## config.mk

```make
export PLATFORM = sky130hd
export DESIGN_NAME = sq_pipe_arbiter
export DESIGN_NICKNAME = d
export VERILOG_FILES = /design/src/rtl/sq_arb_pkg.sv /design/src/rtl/sq_arb_grant.sv /design/src/rtl/sq_pipe_arbiter.sv
export SDC_FILE = /design/constraint.sdc
export NUM_CORES = 1
export LEC_CHECK = 0
export BUFFER_PORTS_ARGS = -buffer_cell sky130_fd_sc_hd__buf_2
export CAP_MARGIN = 20
export CORE_MARGIN = 2
export CORE_UTILIZATION = 42
export DETAILED_ROUTE_END_ITERATION = 10
export PLACE_DENSITY = 0.76
export SYNTH_ARGS = -nofsm -noshare
export SYNTH_HDL_FRONTEND = slang
export SYNTH_SLANG_ARGS = --single-unit
```

## constraint.sdc

```tcl
create_clock -name clock -period 2 [get_ports clock]
set_input_delay 0.4 -clock clock [delete_from_list [all_inputs] [get_ports clock]]
set_output_delay 0.4 -clock clock [all_outputs]
set_load 0.02 [all_outputs]
```

## src/rtl/sq_arb_pkg.sv

```systemverilog
// Shared types and defaults for the sq_pipe_arbiter slice: FSM state
// encoding, default datapath widths and a constant clog2 helper.
package sq_arb_pkg;

    typedef enum logic [1:0] {
        ST_RUN   = 2'd0,
        ST_DRAIN = 2'd1,
        ST_DONE  = 2'd2
    } arb_state_e;

    localparam int DEF_N_REQ    = 4;
    localparam int DEF_IN_W     = 4;
    localparam int DEF_OUT_W    = 32;
    localparam int DEF_PIPE_LAT = 3;

    // Smallest r with 2**r >= value; returns 0 for value <= 1.
    function automatic int clog2(input int value);
        int r;
        r = 0;
        for (int i = 0; i < 31; i++) begin
            if ((1 << i) < value) r = i + 1;
        end
        return r;
    endfunction

endpackage

```

## src/rtl/sq_arb_grant.sv

```systemverilog
// Grant selection for sq_pipe_arbiter. One-hot grant, only to a valid
// requester, only while enabled. Build macro SQ_ARB_RR_EN selects
// round-robin (with its pointer register); otherwise fixed priority,
// lowest index first, with no state.
module sq_arb_grant
    import sq_arb_pkg::*;
#(
    parameter int  N_REQ = DEF_N_REQ,
    localparam int ID_W  = clog2(N_REQ)
) (
    input  logic             clock,
    input  logic             reset,
    input  logic [N_REQ-1:0] i_valid,
    input  logic             i_enable,
    output logic [N_REQ-1:0] o_grant,
    output logic [ID_W-1:0]  o_grant_id
);

`ifdef SQ_ARB_RR_EN
    logic [ID_W-1:0] ptr_q, ptr_d;
    logic [ID_W:0]   idx;
    logic            found;

    // Scan from the pointer with wrap; the pointer moves past the winner only when a grant is issued.
    always_comb begin
        o_grant    = '0;
        o_grant_id = '0;
        found      = 1'b0;
        idx        = '0;
        for (int i = 0; i < N_REQ; i++) begin
            idx = {1'b0, ptr_q} + (ID_W+1)'(i);
            if (idx >= (ID_W+1)'(N_REQ)) idx = idx - (ID_W+1)'(N_REQ);
            if (!found && i_enable && i_valid[idx[ID_W-1:0]]) begin
                found                   = 1'b1;
                o_grant[idx[ID_W-1:0]]  = 1'b1;
                o_grant_id              = idx[ID_W-1:0];
            end
        end
        ptr_d = ptr_q;
        if (found) ptr_d = (o_grant_id == ID_W'(N_REQ - 1)) ? '0 : o_grant_id + ID_W'(1);
    end

    // Round-robin pointer register.
    always_ff @(posedge clock or negedge reset) begin
        if (!reset) ptr_q <= '0;
        else        ptr_q <= ptr_d;
    end
`else
    logic found;
    logic unused_clk_rst;
    assign unused_clk_rst = clock ^ reset;

    // Fixed priority: the lowest-index valid requester wins.
    always_comb begin
        o_grant    = '0;
        o_grant_id = '0;
        found      = 1'b0;
        for (int i = 0; i < N_REQ; i++) begin
            if (!found && i_enable && i_valid[i]) begin
                found      = 1'b1;
                o_grant[i] = 1'b1;
                o_grant_id = ID_W'(i);
            end
        end
    end
`endif

endmodule

```

## src/rtl/sq_pipe_arbiter.sv

```systemverilog
// Arbiter sharing one fixed-latency fourth-power pipeline among N_REQ
// requesters. Issues one tagged operand per cycle, returns results on a
// tagged response bus, flags tag/valid mismatches, and offers a
// flush/drain handshake. Build macro SQ_ARB_RR_EN selects round-robin
// arbitration inside sq_arb_grant (fixed priority when undefined).
module sq_pipe_arbiter
    import sq_arb_pkg::*;
#(
    parameter int  N_REQ    = DEF_N_REQ,
    parameter int  IN_W     = DEF_IN_W,
    parameter int  OUT_W    = DEF_OUT_W,
    parameter int  PIPE_LAT = DEF_PIPE_LAT,
    localparam int ID_W     = clog2(N_REQ)
) (
    input  logic                  clock,
    input  logic                  reset,
    input  logic [N_REQ-1:0]      i_req_valid,
    input  logic [N_REQ*IN_W-1:0] i_req_value,
    output logic [N_REQ-1:0]      o_req_ready,
    output logic [IN_W-1:0]       o_pipe_value,
    output logic                  o_pipe_valid,
    input  logic [OUT_W-1:0]      i_pipe_value,
    input  logic                  i_pipe_valid,
    output logic                  o_rsp_valid,
    output logic [ID_W-1:0]       o_rsp_id,
    output logic [OUT_W-1:0]      o_rsp_value,
    input  logic                  i_flush,
    output logic                  o_flush_done,
    output logic                  o_err
);

    localparam int CNT_W = clog2(PIPE_LAT + 2);

    arb_state_e       state_q;
    logic             flush_done_q;
    logic             grant_en;
    logic [N_REQ-1:0] grant;
    logic [ID_W-1:0]  grant_id;
    logic             accept;
    logic [IN_W-1:0]  operand;

    // Issue register: operand plus the tag that rides with it.
    logic             pipe_valid_q, pipe_valid_d;
    logic [IN_W-1:0]  pipe_value_q, pipe_value_d;
    logic [ID_W-1:0]  issue_id_q, issue_id_d;

    // Tag delay line matching the pipeline latency behind the issue register.
    logic [PIPE_LAT-1:0] tag_vld_q, tag_vld_d;
    logic [ID_W-1:0]     tag_id_q [PIPE_LAT];
    logic [ID_W-1:0]     tag_id_d [PIPE_LAT];
    logic                tail_vld;
    logic [ID_W-1:0]     tail_id;

    logic             rsp_fire;
    logic             rsp_valid_q, rsp_valid_d;
    logic [ID_W-1:0]  rsp_id_q, rsp_id_d;
    logic [OUT_W-1:0] rsp_value_q, rsp_value_d;
    logic             err_q, err_d;
    logic [CNT_W-1:0] cnt_q, cnt_d;

    // No grants while in reset, outside RUN, or while a flush is requested.
    assign grant_en = reset && (state_q == ST_RUN) && !i_flush;

    sq_arb_grant #(.N_REQ(N_REQ)) u_grant (
        .clock      (clock),
        .reset      (reset),
        .i_valid    (i_req_valid),
        .i_enable   (grant_en),
        .o_grant    (grant),
        .o_grant_id (grant_id)
    );

    assign accept   = |grant;
    assign operand  = i_req_value[grant_id*IN_W +: IN_W];
    assign tail_vld = tag_vld_q[PIPE_LAT-1];
    assign tail_id  = tag_id_q[PIPE_LAT-1];
    assign rsp_fire = i_pipe_valid && tail_vld;

    // Next-state for issue, tag line, response, error flag and in-flight count.
    always_comb begin
        pipe_valid_d = accept;
        pipe_value_d = pipe_value_q;
        issue_id_d   = issue_id_q;
        if (accept) begin
            pipe_value_d = operand;
            issue_id_d   = grant_id;
        end

        tag_vld_d[0] = pipe_valid_q;
        tag_id_d[0]  = issue_id_q;
        for (int k = 1; k < PIPE_LAT; k++) begin
            tag_vld_d[k] = tag_vld_q[k-1];
            tag_id_d[k]  = tag_id_q[k-1];
        end

        rsp_valid_d = rsp_fire;
        rsp_id_d    = rsp_fire ? tail_id      : rsp_id_q;
        rsp_value_d = rsp_fire ? i_pipe_value : rsp_value_q;

        err_d = err_q || (i_pipe_valid != tail_vld);

        // Count tags rather than results so a dropped result cannot wedge a drain.
        cnt_d = cnt_q;
        case ({accept, tail_vld})
            2'b10:   cnt_d = cnt_q + CNT_W'(1);
            2'b01:   cnt_d = cnt_q - CNT_W'(1);
            default: cnt_d = cnt_q;
        endcase
    end

    // Datapath and status registers; reset also discards every in-flight tag.
    always_ff @(posedge clock or negedge reset) begin
        if (!reset) begin
            pipe_valid_q <= 1'b0;
            pipe_value_q <= '0;
            issue_id_q   <= '0;
            tag_vld_q    <= '0;
            for (int k = 0; k < PIPE_LAT; k++) tag_id_q[k] <= '0;
            rsp_valid_q  <= 1'b0;
            rsp_id_q     <= '0;
            rsp_value_q  <= '0;
            err_q        <= 1'b0;
            cnt_q        <= '0;
        end else begin
            pipe_valid_q <= pipe_valid_d;
            pipe_value_q <= pipe_value_d;
            issue_id_q   <= issue_id_d;
            tag_vld_q    <= tag_vld_d;
            for (int k = 0; k < PIPE_LAT; k++) tag_id_q[k] <= tag_id_d[k];
            rsp_valid_q  <= rsp_valid_d;
            rsp_id_q     <= rsp_id_d;
            rsp_value_q  <= rsp_value_d;
            err_q        <= err_d;
            cnt_q        <= cnt_d;
        end
    end

    // Flush FSM with registered done flag; dropping i_flush always returns to RUN.
    always_ff @(posedge clock or negedge reset) begin
        if (!reset) begin
            state_q      <= ST_RUN;
            flush_done_q <= 1'b0;
        end else begin
            flush_done_q <= 1'b0;
            case (state_q)
                ST_RUN: begin
                    if (i_flush) state_q <= ST_DRAIN;
                end
                ST_DRAIN: begin
                    if (!i_flush) begin
                        state_q <= ST_RUN;
                    end else if (cnt_q == '0) begin
                        state_q      <= ST_DONE;
                        flush_done_q <= 1'b1;
                    end
                end
                ST_DONE: begin
                    if (!i_flush) state_q <= ST_RUN;
                    else          flush_done_q <= 1'b1;
                end
                default: state_q <= ST_RUN;
            endcase
        end
    end

    assign o_req_ready  = grant;
    assign o_pipe_valid = pipe_valid_q;
    assign o_pipe_value = pipe_value_q;
    assign o_rsp_valid  = rsp_valid_q;
    assign o_rsp_id     = rsp_id_q;
    assign o_rsp_value  = rsp_value_q;
    assign o_flush_done = flush_done_q;
    assign o_err        = err_q;

endmodule

```

==> impl_metrics.tcl, run 1 <==
set metrics [dict create \
    required_ps 1600 \
    n_fill_cell 450 \
    critPathMaxStageDelay_ps 390 \
    synth_top_cell_by_area "dfrtp_1" \
    placed_cell_area_um2 3020 \
    die_height_um 78.9 \
    ir_drop_v 0.000595 \
    synth.distinct_cells 31 \
    io_pins 102 \
    async_reset_ff_share_pct 100 \
    power_switching_share_pct 35.0 \
    worst-path-buf-inv 2 \
    area_growth_pct 39.7 \
    dp.cells 344 \
    track_usage_pct 16.3 \
    seq_area_um2 1450 \
    yosysMostFrequentCell "dfrtp_1" \
    via_per_inst 4.71 \
    synth.ff_latch_count 58 \
    core_area_um2 5470 \
    status "finished clean" \
    yosysTopAreaCellShare_pct 61.7 \
    fin_cells 367 \
    arrival_ps 1560 \
    synth_edf_count 0 \
    initial_utilization_pct 43.0 \
    antenna_found_initial 0 \
    start_kind "flip-flop" \
    htreeDepth 3 \
    die_x_um 78.9 \
    internal_power_uw 3130 \
    p_seq_share_pct 40.4 \
    p_sw_uw 1680 \
    tritoncts "done" \
    netlist_area_um2 2350 \
    power_uw 4800 \
    hold_path.class "in -> async" \
    drt_iter0_drc 35 \
    antenna_cells 0 \
    slowest_stage "dfrtp_1" \
    gr-total-overflow 0 \
    syn_nets 229 \
    drc_errors 0 \
    route.vias.total 1730 \
    clk_pin_slew_ps 60 \
    root_buffer "clkbuf_8" \
    clk_latency_ps 320 \
    rsz0062_at_grt "yes" \
    synth-main-ff-cell "dfrtp_1" \
    place.gp.congestion 0.760 \
    powerDensity_nw_per_um2 1460 \
    dr.pass1.iters 4 \
    synth_commonest_cells "dfrtp_1 (58), mux2_1 (36), inv_1 (8), nor2_1 (7)" \
    hold_viol 0 \
    syn_inst 166 \
    relSlewSlack_pct 68.1 \
    grt_max_degree 42 \
    final_util_pct 60.1 \
    portBuffers 101 \
    grt_pass1_wl_um 7620 \
    slew_viol_final 0 \
    core.rowCount 27 \
    place_hpwl_um 3720 \
    period_share_pct 97.9 \
    end_kind "output pin" \
    numCtsBuffers 9 \
    die-area_um2 6220 \
    ys_seq_area_share_pct 61.7 \
    cp_top_family "simple AND/OR/NAND/NOR gates" \
    ant_nets 0 \
    cp_max_fo 5 \
    fin_area_um2 3290 \
    maxCapViolCount 0 \
    layout_min_cycle_time_ps 1960 \
    worst-r2r-setup-slack_ps 140 \
    layout.nets 353 \
    clk_path_buf_depth 2 \
    yosysWarnings 0 \
    cts.sinks 58 \
    power_frac_comb_pct 37.8 \
    fmaxAchievable_mhz 511 \
    setup_viol 0 \
    grt_pass1_vias 1671 \
    fin_skew_ps 3.49 \
    drive_gt1_share_pct 47.8 \
    cp_cell_sequence "inv_2 > ha_4 > and3b_2 > and4b_1 > buf_6" \
    multi_input_area_um2 858 \
    avgSynthCellArea_um2 14.2 \
    path_class "reg -> out" \
    clkPwrFrac_pct 21.8 \
    wirelength_um 4780 \
    avgRoutedWirePerCell_um 13.0 \
    tightest_slew_ps 479 \
    yosys-top-cells-area "dfrtp_1 (62%), mux2_1 (17%), ha_1 (3.2%)" \
    leakage_uw 0.00168 \
]
per-stage QoR:
step / setup slack, ps / setup TNS, ps / hold WS, ps
finish: 42.4 / 0 / 67.9
CTS: 1.74 / 0 / 55.7
global route: -24.4 / -24.4 / 77.8
detailed placement: 81.5 / 0 / 336
floorplan: -27.8 / -27.8 / 104
global placement: 143 / 0 / 333
routing by layer:
layer | vias up | routed length (um) | track usage [%] | part of all wire [%]
li1 | 833 | - | - | -
met1 | 806 | 2060 | 19.9 | 43
met2 | 87 | 2200 | 25.6 | 46
met3 | 4 | 482 | 6.59 | 10
met4 | 0 | 44 | 7.41 | 0.92
met5 | - | 0 | 0 | 0
registers in the layout, summed over array words and instances, names as in the netlist:
signal	count
issue_id_q	2
tag_vld_q	3
tag_id_d	4
o_pipe_valid	1
o_err	1
state_q	2
o_flush_done	1
o_rsp_valid	1
o_pipe_value	4
o_rsp_id	2
tail_id	2
cnt_q	3
o_rsp_value	32
logic make-up (layout without fill, tap and decap cells):
logic type                 Yosys count  in the layout  share of synthesized area (%)
buffers and inverters               15            144                           2.87
xor gates and xnor gates             3              3                           1.12
AOI/OAI and AO/OA                   21             21                           6.54
adders and majority gates            7              7                           4.04
and+or+nand+nor                     25             25                           6.11
muxes                               37             37                           17.7
DFF                                 58             58                           61.7
layout by cell type (no fill, tap or decap), types with 3 or more instances in the layout:
cell type  synthesis  final
buf_4              0     19
a21oi_1            6      6
mux2_1            36     36
clkbuf_8           0     11
ha_1               6      4
inv_1              8      6
clkbuf_1           3      3
a221o_1            4      4
nor2b_1            4      4
dfrtp_1           58     58
nor2_1             7      7
buf_2              3     99
nand2_1            3      3
a211oi_1           4      4
nand3b_1           5      5
power groups by stage:
stage	registers, uW	logic (uW)	clock network (uW)
floorplan	2440	609	0
global placement	1940	1720	0
detailed placement	1960	1770	0
CTS	1940	1810	1080
global route	2000	1980	1140
finish	1940	1820	1050
what timing repair did:
item / in CTS / in global routing
hold buffers: 0 / 0
resized for setup: 3 / 4
buffers inserted: 3 / 4
endpoints found under the setup margin: 3 / 2
pin swaps: 0 / 2
layout make-up:
type	instances	share of cell area [%]
Clock inverter	2	1.07
Sequential cell	58	44.1
Multi-Input combinational cell	93	26.1
Clock buffer	14	4.95
Tap cell	72	2.74
Timing Repair Buffer	120	20.1
Inverter	8	0.913
worst reg2reg max path, stage by stage, from the launching register on:
cell and delay, ps:
dfrtp_1 360, inv_2 60, ha_4 160, nand3b_1 120, a21o_1 130, ha_2 180
inv_1 50, fa_2 330, xor2_1 140, nor2_1 110, xor2_1 140
final timing paths:
check,cells past startpoint,from,end
setup reg to reg,10,state_q[0],cnt_q[2]
setup / recovery,5,state_q[0],o_req_ready[3]
min in group clock,2,i_pipe_value[30],o_rsp_value[30]
hold / removal,2,reset,state_q[1]
hold reg to reg,0,tag_id_d[1],tail_id[1]
max in group asynchronous,2,reset,o_rsp_value[9]
Power figures use the tool's default switching activity.
==> run 2: changes to the inputs <==
- ABC_AREA: default -> 1
- CORE_UTILIZATION: 42 -> 43
- PLACE_DENSITY: 0.76 -> 0.77
- SKIP_CTS_REPAIR_TIMING: default -> 1
==> impl_metrics.tcl, run 2 <==
set metrics [dict create \
    root_buffer "clkbuf_8" \
    end_kind "output pin" \
    tightest_slew_ps 690 \
    die-area_um2 6310 \
    clk_pin_slew_ps 60 \
    largest_register_ff_count 32 \
    clk_path_buf_depth 2 \
    grt_max_degree 59 \
    synth_simple_gate_area_share_pct 13.4 \
    rsz0062_at_grt "yes" \
    portBuffers 101 \
    dr.pass1.iters 4 \
    area_growth_pct 42.3 \
    grt_use_met2_pct 25.4 \
    synth_xor_area_share_pct 0.715 \
    clk_latency_ps 310 \
    synth_commonest_cells "dfrtp_1 (58), nand2_1 (35), mux2_2 (34), inv_1 (26), nor2_1 (12)" \
    synth-adder-area-share_pct 3.88 \
    synth-main-ff-cell "dfrtp_1" \
    syn_nets 270 \
    hold_viol 0 \
    fin_area_um2 3480 \
    htreeDepth 3 \
    gr-max-usage-layer "met2" \
    cp_max_fo 4 \
    grt_pass1_wl_um 7290 \
    drc_errors 0 \
    multi_input_area_um2 913 \
    antenna_found_initial 0 \
    hold_path.class "in -> async" \
    violations "setup timing" \
    worst-path-buf-inv 4 \
    place_ws_ps -50.4 \
    syn_inst 207 \
    layout_commonest_cell "buf_2" \
    setup_ws_ps -49.8 \
    placed_cell_area_um2 3130 \
    start_kind "flip-flop" \
    synth_top_cell_by_area "dfrtp_1" \
    io_pins 102 \
    synth.ff_latch_count 58 \
    async_reset_ff_share_pct 100 \
    core_area_um2 5510 \
    netlist_area_um2 2450 \
    maxCapViolCount 0 \
    muxShareOfSynthArea_pct 15.6 \
    whs_ps 291 \
    die_height_um 79.5 \
    via_per_inst 4.50 \
    place_hpwl_um 3440 \
    place.gp.congestion 0.738 \
    use_met3_pct 4.19 \
    n_fill_cell 440 \
    layout.nets 398 \
    yosysWarnings 0 \
    numCtsBuffers 9 \
    slowest_stage "dfrtp_1" \
    fmaxAchievable_mhz 488 \
    wirelength_um 4660 \
    arrival_ps 1650 \
    slew_viol_final 0 \
    tritoncts "done" \
    dp.cells 387 \
    yosysTopAreaCellShare_pct 59.3 \
    required_ps 1600 \
    powerDensity_nw_per_um2 1460 \
    synth_edf_count 0 \
    synth.distinct_cells 23 \
    grt_pass1_vias 1726 \
    period_share_pct 102 \
    synth_top_family_by_area "multiplexers" \
    gr-total-overflow 0 \
    yosysMostFrequentCell "dfrtp_1" \
    cp_top_family "buffers and inverters" \
    cts.sinks 58 \
    die_x_um 79.5 \
    antenna_cells 0 \
    setup_viol 4 \
    fin_skew_ps 4.51 \
    yosys-top-cells-area "dfrtp_1 (59%), mux2_2 (16%), nand2_1 (5.4%)" \
    avgRoutedWirePerCell_um 11.3 \
    drt_iter0_drc 75 \
    route.vias.total 1852 \
    setup_tns_ps -150 \
    ir_drop_v 0.000631 \
    leakage_uw 0.00188 \
    status "finished with violations" \
    initial_utilization_pct 44.5 \
    path_class "reg -> out" \
    cp_cell_sequence "inv_2 > ha_4 > nand2_4 > nor2_4 > nand4_1 > buf_4 > inv_2 > buf_6" \
    drive_gt1_share_pct 56.5 \
    seq_area_um2 1450 \
    ys_seq_area_share_pct 59.3 \
    relSlewSlack_pct 54.0 \
    grt_use_met1_pct 17.4 \
    path_common_cell "inv_2" \
    layout_common_cells "buf_2 (98), dfrtp_1 (58), nand2_1 (35), mux2_2 (34), inv_1 (20)" \
    track_usage_pct 15.3 \
    synth_compound_area_share_pct 1.89 \
    fin_cells 412 \
    critPathMaxStageDelay_ps 390 \
    layout_min_cycle_time_ps 2050 \
    avgSynthCellArea_um2 11.8 \
    ant_nets 0 \
    core.rowCount 27 \
]
run 2: cell count changes in the layout (fill, tap and decap cells not counted), moves of 3 or more:
cell / before / now
mux2_1: 36 / 0
mux2_2: 0 / 34
nand2_1: 3 / 35
inv_1: 6 / 20
nand3_1: 0 / 10
a21oi_1: 6 / 1
nand3b_1: 5 / 0
nor2_1: 7 / 12
a211oi_1: 4 / 0
a221o_1: 4 / 0
nand2_4: 0 / 4
nor2b_1: 4 / 0
clkbuf_1: 3 / 0
run 2: cell type report:
class / count / share of cell area [%]
Multi-Input combinational cell: 118 / 26.2
Clock inverter: 4 / 2.08
Clock buffer: 12 / 4.74
Sequential cell: 58 / 41.7
Timing Repair Buffer: 121 / 19.5
Tap cell: 72 / 2.59
Inverter: 27 / 3.27
run 2: logic make-up (layout without fill, tap and decap cells):
logic type,count (synthesis),count (layout)
and+or+nand+nor,67,67
adders and majority gates,7,7
AOI/OAI and AO/OA,8,8
buffers and inverters,31,164
DFF,58,58
xor gates and xnor gates,2,2
muxes,34,34
run 2: power by group:
group | switching, uW | internal [uW] | total [uW]
clock | 424 | 801 | 1230
combinational | 1060 | 852 | 1910
sequential | 247 | 1690 | 1940
run 2: routing by layer:
layer / wire length, um / share of wire [%]
met1: 2000 / 43
met2: 2230 / 48
met3: 372 / 8.0
met4: 59 / 1.3
met5: 0 / 0
run 2: final timing paths:
path | from | endpoint | slack, ps | cells past startpoint
max | state_q[0] | o_req_ready[2] | -50 | 8
min | reset | o_rsp_value[25] | 290 | 2
max reg2reg | state_q[0] | cnt_q[1] | -50 | 11
min reg2reg | tag_id_d[2] | tag_id_d[0] | 350 | 0
max in group asynchronous | reset | o_rsp_value[16] | 1260 | 2
min in group clock | i_pipe_value[18] | o_rsp_value[18] | 310 | 2
run 2: metrics by stage:
step,total power (uW),util [%]
3_5_place_dp,3790,56.8
5_1_grt,5410,63.3
4_1_cts,5050,61.1
6_report,5080,63.3
3_3_place_gp,3710,56.8
2_1_floorplan,3100,-
==> run 3: changes to the inputs <==
- RECOVER_POWER: default -> 100
==> impl_metrics.tcl, run 3 (same netlist as run 2, synthesis figures left out) <==
set metrics [dict create \
    core_area_um2 5510 \
    layout.nets 398 \
    track_usage_pct 15.3 \
    tightest_slew_ps 691 \
    rsz0062_at_grt "yes" \
    tritoncts "done" \
    r2r_end "cnt_q[1]" \
    route.vias.total 1850 \
    place_hpwl_um 3440 \
    final_util_pct 62.2 \
    critPathCapture "o_req_ready[2]" \
    powerDensity_nw_per_um2 1450 \
    drt_iter0_drc 68 \
    via_per_inst 4.49 \
    htreeDepth 3 \
    clk_path_buf_depth 2 \
    relSlewSlack_pct 54.0 \
    root_buffer "clkbuf_8" \
    area_growth_pct 39.9 \
    power_uw 4980 \
    cp_cell_sequence "inv_2 > ha_4 > nand2_4 > nor2_4 > nand4_1 > buf_4 > inv_2 > buf_6" \
    place.gp.congestion 0.738 \
    hold_viol 0 \
    r2r_start "state_q[0]" \
    leakage_uw 0.00174 \
    drc_errors 0 \
    dr.pass1.iters 4 \
    fin_skew_ps 4.26 \
    die_height_um 79.5 \
    die_x_um 79.5 \
    r2r_cells 11 \
    cts.sinks 58 \
    layout_common_cells "dfrtp_1 (58), buf_2 (56), clkbuf_1 (43), nand2_1 (35), mux2_2 (34)" \
    critPathMaxStageDelay_ps 390 \
    worst-r2r-setup-slack_ps -50 \
    portBuffers 101 \
    required_ps 1600 \
    ant_nets 0 \
    status "finished with violations" \
    violations "setup timing" \
    path_common_cell "inv_2" \
    core.rowCount 27 \
    hold_path.class "in -> async" \
    clk_pin_slew_ps 60 \
    antenna_found_initial 0 \
    start_kind "flip-flop" \
    cp.depth 8 \
    grt_max_degree 59 \
    period_share_pct 102 \
    largest_register_ff_count 32 \
    clk_latency_ps 310 \
    crit_start "state_q[0]" \
    slew_viol_final 0 \
    setup_ws_ps -49.6 \
    maxCapViolCount 0 \
    arrival_ps 1650 \
    numCtsBuffers 9 \
    antenna_cells 0 \
    avgRoutedWirePerCell_um 11.4 \
    setup_viol 4 \
    layout_min_cycle_time_ps 2050 \
    die-area_um2 6310 \
    gr-total-overflow 0 \
    fmaxAchievable_mhz 488 \
    drive_gt1_share_pct 43.8 \
    io_pins 102 \
    wirelength_um 4700 \
    grt_pass1_wl_um 7290 \
    grt_pass1_vias 1726 \
    cp_top_family "buffers and inverters" \
    end_kind "output pin" \
    ir_drop_v 0.000616 \
    path_class "reg -> out" \
    cp_max_fo 4 \
    initial_utilization_pct 44.5 \
    layout_commonest_cell "dfrtp_1" \
    worst-path-buf-inv 4 \
    n_fill_cell 472 \
    slowest_stage "dfrtp_1" \
]
[run 3: cell types whose count changed in the layout (fill, tap and decap cells not counted)]
| cell | change |
|---|---|
| buf_2 | -42 |
| clkbuf_2 | +1 |
| clkbuf_1 | +43 |
| buf_4 | -2 |
[run 3: per-stage QoR]
step           hold WS [ps]  cells  setup slack, ps  instance area, um^2  TNS, ps
2_1_floorplan           104    207             -211                 2470     -336
3_3_place_gp            332    387             30.4                 3130        0
3_5_place_dp            336    387            -50.4                 3130    -87.0
4_1_cts                 280    403             -132                 3360     -483
5_1_grt                 295    412             -156                 3430     -785
6_report                282    412            -49.6                 3430     -149
[run 3: metal layers]
| metal | vias to the layer above | wire length [um] | GRT usage [%] | share of wire (%) |
|---|---|---|---|---|
| met3 | 4 | 361 | 4.19 | 7.7 |
| met2 | 81 | 2200 | 25.4 | 47 |
| met4 | 0 | 59 | 9.31 | 1.3 |
| met1 | 842 | 2070 | 17.4 | 44 |
| li1 | 923 | - | - | - |
| met5 | - | 0 | 0 | 0 |
[run 3: power breakdown]
group          internal (uW)  total (uW)  switching [uW]
Sequential              1690        1950             261
Combinational            740        1800            1060
Clock                    801        1220             421
[run 3: layout make-up]
type | instances | area (um^2) | share of cell area, %
Tap cell | 72 | 90.1 | 2.63
Clock buffer | 12 | 165 | 4.82
Timing Repair Buffer | 121 | 619 | 18.1
Inverter | 27 | 114 | 3.32
Multi-Input combinational cell | 118 | 913 | 26.7
Clock inverter | 4 | 72.6 | 2.12
Sequential cell | 58 | 1450 | 42.4
[run 3: worst min path at each step]
stage                                from              end  slack (ps)  depth (start not counted)
after CTS                           reset     o_flush_done         280                          2
after global placement        tag_id_d[2]      tag_id_d[0]         330                          0
after floorplan                     reset         cnt_q[0]         100                          0
after detailed placement      tag_id_d[2]      tag_id_d[0]         340                          0
final                               reset  o_rsp_value[24]         280                          2
after global routing      i_pipe_value[2]   o_rsp_value[2]         300                          2
[run 3: worst register-to-register path, stage by stage, from the launching register on]
cell,delay (ps)
dfrtp_1,390
inv_2,90
ha_4,150
nand2_4,50
nor2_4,150
nand4_1,170
nand2_4,130
nor2_4,40
ha_4,160
inv_4,60
fa_2,440
o21ai_2,140
